--- config.mk ---
export PLATFORM = sky130hd
export DESIGN_NAME = iterative_shifter_flat
export DESIGN_NICKNAME = d
export VERILOG_FILES = /design/src/rtl/iterative_shifter_if.sv /design/src/rtl/iterative_shifter.sv /design/src/flat_wrapper.sv
export SDC_FILE = /design/constraint.sdc
export NUM_CORES = 1
export LEC_CHECK = 0
export ABC_AREA = 1
export ABC_CLOCK_PERIOD_IN_PS = 2800
export CAP_MARGIN = 5
export CORE_MARGIN = 3
export CORE_UTILIZATION = 40
export CTS_CLUSTER_SIZE = 14
export DETAILED_ROUTE_END_ITERATION = 8
export RECOVER_POWER = 100
export SKIP_CTS_REPAIR_TIMING = 1
export SLEW_MARGIN = 40
export SYNTH_ARGS = -nofsm -noshare
export SYNTH_HDL_FRONTEND = slang
export SYNTH_SLANG_ARGS = --single-unit
--- constraint.sdc ---
create_clock -name clk -period 2.8 [get_ports clk]
set_clock_uncertainty 0.2 [all_clocks]
set_input_delay 0.56 -clock clk [delete_from_list [all_inputs] [get_ports clk]]
set_output_delay 0.56 -clock clk [all_outputs]
set_load 0.01 [all_outputs]
--- src/rtl/iterative_shifter_if.sv ---
// Request/result bundle for iterative_shifter.
// The master starts a shift (start_i, mode_i, shamt_i, data_i) and watches busy_o,
// done_o and data_o. The slave is the shifter itself.
interface iterative_shifter_if #(
    parameter int DATA_WIDTH = 32,
    parameter int SHAMT_W    = $clog2(DATA_WIDTH)
);
    logic                  start_i;
    logic [1:0]            mode_i;
    logic [SHAMT_W-1:0]    shamt_i;
    logic [DATA_WIDTH-1:0] data_i;
    logic                  busy_o;
    logic                  done_o;
    logic [DATA_WIDTH-1:0] data_o;

    modport master (
        output start_i, mode_i, shamt_i, data_i,
        input  busy_o, done_o, data_o
    );

    modport slave (
        input  start_i, mode_i, shamt_i, data_i,
        output busy_o, done_o, data_o
    );
endinterface

--- src/rtl/iterative_shifter.sv ---
// Multi-cycle MIPS shifter: SLL, SRL, SRA, and optionally ROR.
// The shifter moves at most STEP bits per clock and reports through a start/busy/done handshake.
// Build option: define SHIFTER_ROTATE_EN to make mode 2'b11 a rotate right.
// Without it, mode 2'b11 decodes as SRL and no rotate logic is built.
module iterative_shifter #(
    parameter int DATA_WIDTH = 32,
    parameter int STEP       = 4,
    parameter int SHAMT_W    = $clog2(DATA_WIDTH)
) (
    input  logic              clk,
    input  logic              reset,
    iterative_shifter_if.slave bus
);
    typedef enum logic [1:0] {IDLE, SHIFT, DONE} state_t;

    localparam logic [1:0] MODE_SLL = 2'b00;
    localparam logic [1:0] MODE_SRL = 2'b01;
    localparam logic [1:0] MODE_SRA = 2'b10;
    localparam logic [1:0] MODE_ROR = 2'b11;

    // The remaining count never exceeds DATA_WIDTH-1.
    // Capping STEP at that value keeps the step amount within SHAMT_W bits.
    localparam int                 STEP_CAP = (STEP > DATA_WIDTH - 1) ? DATA_WIDTH - 1 : STEP;
    localparam logic [SHAMT_W-1:0] STEP_AMT = SHAMT_W'(STEP_CAP);

    // One step of the selected shift. SRA fills with the current MSB.
    // That bit is the operand MSB, because SRA never changes the MSB.
    function automatic logic [DATA_WIDTH-1:0] shift_step(
        input logic [DATA_WIDTH-1:0] w,
        input logic [1:0]            mode,
        input logic [SHAMT_W-1:0]    s
    );
        logic signed [DATA_WIDTH-1:0] ws;
        logic [DATA_WIDTH-1:0]        res;
`ifdef SHIFTER_ROTATE_EN
        logic [SHAMT_W:0]             back;
`endif
        ws  = w;
        res = w >> s;
        case (mode)
            MODE_SLL: res = w << s;
            MODE_SRA: res = ws >>> s;
`ifdef SHIFTER_ROTATE_EN
            MODE_ROR: begin
                // With s==0, back equals DATA_WIDTH and the left term becomes zero.
                back = (SHAMT_W + 1)'(DATA_WIDTH) - {1'b0, s};
                res  = (w >> s) | (w << back);
            end
`endif
            default:  res = w >> s;
        endcase
        return res;
    endfunction

    state_t                state_q, state_d;
    logic [DATA_WIDTH-1:0] work_q;
    logic [1:0]            mode_q;
    logic [SHAMT_W-1:0]    rem_q;
    logic                  busy_q, done_q;
    logic [DATA_WIDTH-1:0] data_q;

    logic [SHAMT_W-1:0]    step_amt;
    logic [SHAMT_W-1:0]    rem_next;
    logic [DATA_WIDTH-1:0] step_data;

    // Step size, remaining count after this step, and the shifted work value.
    always_comb begin
        step_amt  = (rem_q > STEP_AMT) ? STEP_AMT : rem_q;
        rem_next  = rem_q - step_amt;
        step_data = shift_step(work_q, mode_q, step_amt);
    end

    // Next-state decode. Start is honoured only in IDLE.
    always_comb begin
        state_d = state_q;
        case (state_q)
            IDLE:    if (bus.start_i) state_d = SHIFT;
            SHIFT:   if (rem_next == '0) state_d = DONE;
            DONE:    state_d = IDLE;
            default: state_d = IDLE;
        endcase
    end

    // Control state, the sampled request, and the registered outputs. Reset aborts at once.
    always_ff @(posedge clk or negedge reset) begin
        if (!reset) begin
            state_q <= IDLE;
            mode_q  <= '0;
            rem_q   <= '0;
            busy_q  <= 1'b0;
            done_q  <= 1'b0;
            data_q  <= '0;
        end else begin
            state_q <= state_d;
            busy_q  <= (state_d != IDLE);
            done_q  <= (state_d == DONE);
            case (state_q)
                IDLE: if (bus.start_i) begin
                    mode_q <= bus.mode_i;
                    rem_q  <= bus.shamt_i;
                end
                SHIFT: begin
                    rem_q <= rem_next;
                    if (rem_next == '0) data_q <= step_data;
                end
                default: ;
            endcase
        end
    end

    // Working operand. It is loaded on accept and shifted on each SHIFT cycle. It has no reset.
    always_ff @(posedge clk) begin
        if (state_q == IDLE && bus.start_i) work_q <= bus.data_i;
        else if (state_q == SHIFT)         work_q <= step_data;
    end

    assign bus.busy_o = busy_q;
    assign bus.done_o = done_q;
    assign bus.data_o = data_q;
endmodule

--- src/flat_wrapper.sv ---
// flat-port wrapper written by rule: the top's interface ports become plain ports
module iterative_shifter_flat 
#(
    parameter int DATA_WIDTH = 32,
    parameter int STEP       = 4,
    parameter int SHAMT_W    = $clog2(DATA_WIDTH)
)
  (clk, reset, bus_start_i, bus_mode_i, bus_shamt_i, bus_data_i, bus_busy_o, bus_done_o, bus_data_o);
  iterative_shifter_if #(.DATA_WIDTH(DATA_WIDTH), .SHAMT_W(SHAMT_W)) bus_i ();
  input  logic clk;
  input  logic reset;
  input wire logic [$bits(bus_i.start_i)-1:0] bus_start_i;
  input wire logic [$bits(bus_i.mode_i)-1:0] bus_mode_i;
  input wire logic [$bits(bus_i.shamt_i)-1:0] bus_shamt_i;
  input wire logic [$bits(bus_i.data_i)-1:0] bus_data_i;
  output wire logic [$bits(bus_i.busy_o)-1:0] bus_busy_o;
  output wire logic [$bits(bus_i.done_o)-1:0] bus_done_o;
  output wire logic [$bits(bus_i.data_o)-1:0] bus_data_o;
  assign bus_i.start_i = bus_start_i;
  assign bus_i.mode_i = bus_mode_i;
  assign bus_i.shamt_i = bus_shamt_i;
  assign bus_i.data_i = bus_data_i;
  assign bus_busy_o = bus_i.busy_o;
  assign bus_done_o = bus_i.done_o;
  assign bus_data_o = bus_i.data_o;
  iterative_shifter #(.DATA_WIDTH(DATA_WIDTH), .STEP(STEP), .SHAMT_W(SHAMT_W)) u_core (.clk(clk), .reset(reset), .bus(bus_i));
endmodule
== Yosys cells after proc, flatten, opt, wreduce, memory -nomap -nowiden ==
Index checks and enable logic that the tools add are counted.
Word-level totals
  logic and storage cells: 35
  bits in latches: 0
  bits in registers: 75
  output and inout bits: 34
  memories kept: 0
  ROM bits: 0
  input port bits: 42
  RAM bits: 0
Operators by class
  $lt $le $gt $ge: 1
  mux-type cells: 9
  shift-type cells: 3
  add/sub/neg operators: 1
  divide/modulo/power cells: 0
  equality and inequality tests: 4
  reduce and logical (&&, ||, !) cells: 10
  bitwise logic cells: 0
  $mul: 0
Operators by type and width (count)
  2-to-1 mux 32 bit: 2
  case mux 32 bit (2 select lines): 1
  << shifter 32 x 5 -> 32 bit: 1
  right shift 32 x 5 -> 32 bit: 1
  >>> shifter 32 x 5 -> 32 bit: 1
  2-to-1 mux 5 bit: 2
  case mux 5 bit (2 select lines): 1
  AND reduction 2 bit: 3
  nonzero test 2 bit: 3
  greater-than comparator 5 x 3 -> 1 bit (second input constant): 1
  logical NOT 5 bit: 1
  subtractor 5 bit: 1
  equality test 2 bit (second input constant): 2
  logical NOT 2 bit: 2
  2-to-1 mux 2 bit: 2
  case mux 2 bit (2 select lines): 1
  equality test 2 x 1 -> 1 bit (second input constant): 1
  inequality test 2 bit (second input constant): 1
  logical AND 1 bit: 1

== Longest topological paths before layout ==
Gate-level depths: netlist (run 1).
  word-level depth: 7
  mapped depth: 14
  depth with buffers taken out: 13

== Worst setup path after synthesis (run 1) ==
OpenSTA, ideal clock, no wires.
  kind: input to register
  start: input port bus_start_i
  end: register u_core.rem_q[2]
  path buffers: 0
  library setup time: 0.105 ns
  data arrival time: 1.822 ns
  cell stages on the path: 4
  required time: 2.495 ns
  setup slack: 0.673 ns
  cells stage by stage: nand2_1 -> nand2_1 -> o21ai_0 -> o22ai_1
Between the ends
  longest elaborated chain between the ends: 2
RTL lines
  start: declaration: line flat_wrapper.sv:12  | input wire logic [$bits(bus_i.start_i)-1:0] bus_start_i;
  inequality test 2 bit (no line)
  AND reduction 2 bit (no line)
  end signal: assignment: line iterative_shifter.sv:100  | rem_q <= bus.shamt_i;
  end signal: assignment: line iterative_shifter.sv:103  | rem_q <= rem_next;
  end: declaration: line iterative_shifter.sv:58  | logic [SHAMT_W-1:0] rem_q;
No other way between the ends.
A chain may end at the register's enable or synchronous reset.

== Worst setup path after layout (run 1) ==
  start: register u_core.rem_q[4]
  end: register u_core.data_q[21], in the netlist u_core.bus.data_o[21]
Between the ends
  longest elaborated chain between the ends: 5
  elaborated cells on any way between the ends: 9
  classes of those cells: add/sub (1); order compare (1); shift (3); mux (2); reduce/logical (2)
RTL lines
  greater-than comparator 5 x 3 -> 1 bit: line iterative_shifter.sv:68  | step_amt = (rem_q > STEP_AMT) ? STEP_AMT : rem_q;
  2-to-1 mux 5 bit: line iterative_shifter.sv:68
  subtractor 5 bit: line iterative_shifter.sv:69  | rem_next = rem_q - step_amt;
  logical NOT 5 bit: line iterative_shifter.sv:104  | if (rem_next == '0) data_q <= step_data;
  AND reduction 2 bit (no line)
  end signal: assignment: line iterative_shifter.sv:104
  end: declaration: line iterative_shifter.sv:60  | logic [DATA_WIDTH-1:0] data_q;
Parallel ways exist; a longest one is shown, timed or not.

==> results of run 1 <==
[area by class of cell]
| class | instances | area (µm²) |
|---|---|---|
| Clock inverter | 2 | 35.0 |
| Inverter | 55 | 206 |
| Sequential cell | 75 | 2040 |
| Multi-Input combinational cell | 665 | 2910 |
| Clock buffer | 14 | 254 |
| Tap cell | 172 | 215 |
| Timing Repair Buffer | 109 | 997 |
| Fill cell | 1356 | 6220 |
[power breakdown]
| part | internal, mW | switching, mW | total, mW | leakage [nW] |
|---|---|---|---|---|
| sequential | 1.88 | 0.252 | 2.14 | 0.892 |
| clock | 0.714 | 0.448 | 1.16 | 0.141 |
| combinational | 1.91 | 3.88 | 5.79 | 2.32 |
[synthesized netlist by cell type (5+ instances only)]
| library cell | count |
|---|---|
| nand2_1 | 372 |
| nand3_1 | 190 |
| inv_1 | 51 |
| dfrtp_1 | 43 |
| edfxtp_1 | 32 |
| nand4_1 | 30 |
| nor2_1 | 26 |
| clkbuf_1 | 22 |
| a21oi_1 | 18 |
| buf_2 | 17 |
| o21ai_0 | 11 |
| buf_1 | 6 |
| buf_4 | 5 |
[stage by stage]
| step | util [%] | hold WS (ns) | instance area (µm²) | std cells |
|---|---|---|---|---|
| final | 51.7 | 0.271 | 6660 | 1092 |
| after global routing | 51.7 | 0.293 | 6660 | 1092 |
| after CTS | 51.9 | -0.00273 | 6690 | 1092 |
| after detailed placement | 49.7 | 0.265 | 6400 | 1076 |
| after global placement | 49.7 | 0.262 | 6400 | 1076 |
| after floorplan | - | 0.0644 | 5380 | 845 |
[kinds of logic (layout without fill, tap and decap cells)]
kind of cell             count (synthesis)  in the layout  share of synthesized area [%]
AO/OA/AOI/OAI                           39             39                           3.95
adder cells (fa/ha/maj)                  1              1                          0.232
buffers and inverters                  105            180                           8.07
flip-flops                              75             75                           37.8
other                                    1              1                         0.0697
AND/OR/NAND/NOR                        624            624                           49.8
[layout by cell type, fill, tap and decap left out, types with 2 or more instances in the layout]
cell and count:
nand2_1 372, clkbuf_16 9, o21a_1 3, clkbuf_2 2
o211ai_1 2, edfxtp_1 32, nor2_1 26, dlygate4sd3_1 35
inv_2 3, buf_4 27, nand3_1 190, clkdlybuf4s50_1 39
dfrtp_1 43, o21ai_0 11, clkbuf_1 7, nand2_2 2
inv_1 51, o22ai_1 4, nand4_1 30, nor2_4 2
a21oi_1 18
[layer usage]
metal / routed length [µm] / vias to the layer above
li1: - / 2930
met2: 8010 / 262
met3: 1420 / 22
met1: 7840 / 2756
met4: 212 / 0
met5: 0 / -
[worst min-delay path: stages (launching register included)]
cell,delay (ns)
dfrtp_1,0.33
nand2_1,0.05
nand2_1,0.05
[state kept, by name, indices dropped and copies added, names as in the netlist]
name / flops
u_core.rem_q: 5
u_core.bus.busy_o: 1
u_core.work_q: 32
u_core.mode_q: 2
u_core.bus.done_o: 1
u_core.bus.data_o: 32
u_core.state_q: 2
[worst max path at each step]
stage                             to  cells after the start            start
5_1_grt              u_core.rem_q[3]                      6      bus_start_i
3_5_place_dp   u_core.bus.data_o[21]                     12  u_core.rem_q[4]
6_report       u_core.bus.data_o[21]                     12  u_core.rem_q[4]
4_1_cts        u_core.bus.data_o[21]                     12  u_core.rem_q[4]
2_1_floorplan        u_core.rem_q[2]                      4      bus_start_i
3_3_place_gp   u_core.bus.data_o[21]                     12  u_core.rem_q[4]
==> results by group, run 1 <==
Status
  – Status: finished clean

Global route
  – M3 GR Usage: between 4 and 5%
  – Pin count of the biggest net entering global routing: between 40 and 50
  – Gr ovfl total: 0
  – GRT busiest layer: met2
  – M1 GR Usage: 34.3%
  – GR Util met2: 39.9%
  – First-pass GRT wire length: ~29 mm
  – Initial antenna violation count: 0
  – Total GRT Usage: approximately a quarter
  – Vias in the first global route: approximately 5.8k

Finish
  – Nets: 958
  – # diodes: 0
  – Area Overhead vs Synth: 23.7%
  – Share of cells above drive strength 1: about 5.7%

Place
  – Setup WS pre-CTS: 0.293 ns
  – GP Congestion: approximately 0.93
  – Port Buffer Count: 75
  – DPL Wire Length: roughly 13 mm

Synth
  – Yosys warning total: 0
  – Async S/R FF share, synth: 57.3%
  – Sequential area share after synthesis: 37.8%
  – Syn Inst Count: approximately 850
  – Post-synthesis average cell area: approximately 6.4 µm²
  – EDFF count, synth: 32
  – Top post-synthesis cells by area: nand2_1 26%, dfrtp_1 20%, edfxtp_1 18%, nand3_1 18%, inv_1 3.6%
  – Mapped Nets: 888
  – Post-synth top area share: about a quarter
  – Post-synth top area cell: nand2_1
  – #FFs+latches synth: 75
  – Mapped cell area: ~5400 µm²
  – Main synth FF type: dfrtp_1
  – Yosys cell types: 25

Timing
  – Min cycle time layout: around 2.6 ns
  – Final worst-path cycle share: around 92%
  – Final Hold Viols: 0
  – RSZ-0062 raised after global routing: no
  – # setup viols final: 0
  – Final Worst Setup Slack: 0.225 ns
  – Fmax achieved: 388 MHz
  – Rel. slew slack: 20.8%
  – Slew Limit Fails: 0
  – Worst-margin pin slew: ~1.2 ns
  – Setup_tns: 0 ns

Clocking
  – CTS clk-pin slew, worst paths: 0.06 ns
  – Clk sinks: 75
  – Largest buffer count on any clock path: 2
  – CTS tree: done
  – CTS Buf Count: 9
  – H-tree Lvls: 3
  – Cell chosen for the clock root: clkbuf_16
  – Clk_lat worst skew: roughly 0.35 ns

Power and ir drop
  – Max IR drop VDD: between 0.4 and 0.5 mV
  – Leakage power: 3.35 nW
  – Cell Pwr Density: 1360 nW/µm²
  – Power Total: just over 9 mW

Route
  – Routed length per placed instance: between 15 and 20 µm
  – Drc violations: 0
  – Detail Route Antenna Nets: 0
  – Routed WL: approximately 17 mm
  – Vias/cell: about 5.5
  – DR vias: 5,970
  – DRT iter0 DRCs: approximately 600
  – 1st-pass router iterations: 7

Setup path
  – Reg2Reg Setup Slack: ~0.22 ns
  – Setup crit end kind: register
  – Cell Chain, Critical Path: nor2_4 -> nand2_2 -> nand2_2 -> ha_1 -> a21oi_1 -> nand2_1 -> nor2_1 -> nand3_1 -> nor2_4 -> buf_4 -> nand2_1 -> nand2_1
  – Critical path's slowest cell: dfrtp_1
  – Arrival time worst endpoint: roughly 2.7 ns
  – Buf/Inv on CP: 1
  – WP data required: between 2 and 3 ns
  – R2R depth: 12
  – Critical path's most frequent cell: nand2_1
  – Crit Reg-Reg Endpoint: u_core.bus.data_o[21]
  – RR Startpoint: u_core.rem_q[4]
  – CP delay by family, top: simple AND/OR/NAND/NOR gates
  – Kind of critical path: register to register
  – CP peak stage delay: between 0.4 and 0.5 ns
  – Crit-path max FO: 16
  – CP Launch Type: register

Worst hold path
  – Hold Path Depth: 2
  – Hold Startpoint: u_core.bus.data_o[31]
  – Worst hold path class: register to register
  – Hold endpoint: u_core.bus.data_o[31]

Run
  – Number of max-cap violations: 0

Floorplan
  – IO Pins: 76
  – Vert. Die Dim: approximately 120 µm
  – Die X: 122 µm
  – Die area: between 10,000 and 15,000 µm²
  – Std cell rows: 41
  – Initial Utilization: 41.8%
  – Core Region: between 10,000 and 15,000 µm²
No activity file was read; power rests on OpenSTA's default activity.
==> run 2: changes to the inputs <==
ABC_CLOCK_PERIOD_IN_PS = 3100   (was 2800)
clock period = 3.1 ns   (was 2.8 ns; I/O delays follow)
==> run 2 against run 1 <==
  * Flip-flop and latch count unchanged
  * Utilization fell by 0.53 points
  * First-iteration DRC count shrank 14%
  * Critical path depth is the same
  * Register-to-register slack improved by 0.13 ns
  * Global-route usage rose by 0.69 points
  * Sequential power shrank 8%
  * Setup slack better by 0.13 ns
  * Worst hold slack improved by 0.00058 ns
  * Routed wire length rose by 5.5%
  * Clock power is 5% lower
  * Total power shrank 9.7%
  * Largest cell class unchanged
  * Highest routed layer unchanged
==> results by group, run 2 (synthesis gave the netlist of run 1 again) <==
Global route
  – Pin count of the biggest net entering global routing: 52 (+18%)
  – Gr ovfl total: 0 (unchanged)
  – M3 GR Usage: 5.57% (+0.65 points)
  – Vias in the first global route: 5,780 (-0.46%)
  – M1 GR Usage: 34.3% (+0.044 points)
  – GR Util met2: 40.7% (+0.76 points)
  – First-pass GRT wire length: 29.6 mm (+0.73%)
  – Initial antenna violation count: 0 (unchanged)
  – Total GRT Usage: 25.6% (+0.69 points)
  – GRT busiest layer: met2

Setup path
  – Crit-path max FO: 39 (+23)
  – WP data required: 3.00 ns (+0.11 ns)
  – Setup crit end kind: register
  – Reg2Reg Setup Slack: 0.35 ns (+0.13 ns)
  – CP Launch Type: register
  – Arrival time worst endpoint: 2.65 ns (about the same)
  – Kind of critical path: register to register
  – RR Startpoint: u_core.rem_q[3]
  – R2R depth: 12 (unchanged)
  – Crit Reg-Reg Endpoint: u_core.work_q[9]

Power and ir drop
  – Sw Ratio: 51.1% (+0.74 points)
  – Combinational power share: 62.6% (-1.1 points)
  – Leakage power: 3.33 nW (-0.79%)
  – Net Sw Power: 4.20 mW (-8.3%)
  – Max IR drop VDD: 0.630 mV (+46%)
  – Power Total: 8.21 mW (-9.7%)
  – Cell Pwr Density: 1250 nW/µm² (-8.7%)
  – Int Pwr: 4.01 mW (-11%)
  – Power share of the sequential group: 23.9% (+0.4 points)
  – Clock group share of total power: 13.4% (+0.6 points)

Worst hold path
  – Hold endpoint: u_core.bus.data_o[19]
  – Hold Startpoint: u_core.bus.data_o[19]
  – Worst hold path class: register to register
  – Hold Path Depth: 2 (unchanged)

Place
  – GP Congestion: 0.868 (-7.0%)
  – Placed cell areas: 6330 µm² (-1.1%)
  – Port Buffer Count: 75 (unchanged)
  – DP Cell Count: 1,068 (-0.74%)
  – DPL Wire Length: 12.8 mm (+0.99%)

Floorplan
  – IO Pins: 76 (unchanged)
  – Std cell rows: 41 (unchanged)
  – Vert. Die Dim: 122 µm (unchanged)
  – Die area: 14,900 µm² (unchanged)
  – Core Region: 12,900 µm² (unchanged)
  – Initial Utilization: 41.8% (unchanged)
  – Die X: 122 µm (unchanged)

Route
  – DR vias: 5,982 (+0.20%)
  – Vias/cell: 5.52 (+0.94%)
  – Routed WL: 18.5 mm (+5.5%)
  – Drc violations: 0 (unchanged)
  – 1st-pass router iterations: 5 (-2)
  – DRT iter0 DRCs: 522 (-14%)
  – Routed length per placed instance: 17.0 µm (+6.3%)
  – Detail Route Antenna Nets: 0 (unchanged)

Finish
  – Commonest non-fill, non-tap cell in the layout: nand2_1
  – Most frequent cells in the layout: 372 x nand2_1, 191 x nand3_1, 52 x inv_1
  – Core Util, Final: 51.2% (-0.53 points)
  – Fin cells: 1,084 (-0.73%)
  – Area Overhead vs Synth: 22.4%
  – Finished Cell Area: 6590 µm² (-1.0%)
  – Nets: 950 (-0.84%)
  – Share of cells above drive strength 1: 5.04% (-0.61 points)
  – Fillers: 1,357 (+0.074%)
  – # diodes: 0 (unchanged)

Timing
  – Fmax achieved: 364 MHz (-6.3%)
  – Min cycle time layout: 2.75 ns (+0.172 ns)
  – Setup_tns: 0 ns (unchanged)
  – Worst-margin pin slew: 1.29 ns (+0.106 ns)
  – Rel. slew slack: 13.8% (-7.0 points)
  – Final Hold Viols: 0 (unchanged)
  – Final worst-path cycle share: 88.6% (-3.4 points)
  – RSZ-0062 raised after global routing: no
  – Slew Limit Fails: 0 (unchanged)
  – # setup viols final: 0 (unchanged)

Status
  – Status: finished clean

Clocking
  – H-tree Lvls: 3 (unchanged)
  – Cell chosen for the clock root: clkbuf_16
  – CTS tree: done
  – Largest buffer count on any clock path: 2 (unchanged)
  – CTS Buf Count: 9 (unchanged)
  – CTS clk-pin slew, worst paths: 0.06 ns (about the same)
  – Clk sinks: 75 (unchanged)
  – Clk_lat worst skew: 0.35 ns (about the same)

Run
  – Number of max-cap violations: 0 (unchanged)
[run 2: power groups by stage]
stage / clock network [mW] / registers, mW / logic (mW)
after CTS: 1.13 / 1.97 / 5.22
after floorplan: 0 / 1.97 / 3.51
final: 1.10 / 1.96 / 5.14
after global placement: 0 / 1.97 / 5.13
after detailed placement: 0 / 1.99 / 5.20
after global routing: 1.16 / 2.01 / 5.78
[run 2: cell type report]
cell class / instances / area (µm²) / share of cell area [%]
Multi-Input combinational cell: 665 / 2900 / 44.0
Sequential cell: 75 / 2040 / 30.9
Timing Repair Buffer: 101 / 923 / 14.0
Clock buffer: 12 / 256 / 3.89
Tap cell: 172 / 215 / 3.27
Inverter: 55 / 206 / 3.13
Clock inverter: 4 / 47.5 / 0.722
[run 2: worst max path at each step]
stage	start	endpoint	slack (ns)	cells after the start
final	u_core.rem_q[3]	u_core.work_q[9]	0.35	12
after global routing	u_core.rem_q[4]	u_core.work_q[5]	0.15	12
after CTS	u_core.rem_q[4]	u_core.work_q[26]	0.52	11
after detailed placement	u_core.rem_q[4]	u_core.work_q[26]	0.53	11
after global placement	u_core.rem_q[4]	u_core.work_q[26]	0.51	11
after floorplan	bus_start_i	u_core.rem_q[2]	0.91	4
[run 2: stage by stage]
step | setup slack (ns) | hold WS (ns)
floorplan | 0.913 | 0.124
global placement | 0.510 | 0.262
detailed placement | 0.534 | 0.264
CTS | 0.516 | 0.0580
global route | 0.151 | 0.291
finish | 0.353 | 0.272
[run 2: worst max-delay path: stages, from the launching register on]
cell and delay (ns):
dfrtp_1 0.40, nor2_1 0.17, buf_4 0.37, nand3_1 0.11, clkbuf_4 0.36, inv_1 0.26, nand2_1 0.12, nand2_1 0.14
nor2_1 0.06, a21oi_1 0.11, nand2_1 0.08, nand2_1 0.06, nand2_1 0.05
[run 2: metal layers]
| metal | wire [µm] | vias to the layer above |
|---|---|---|
| met5 | 0 | - |
| met4 | 481 | 0 |
| met3 | 1190 | 27 |
| met2 | 8470 | 253 |
| met1 | 8300 | 2784 |
| li1 | - | 2918 |
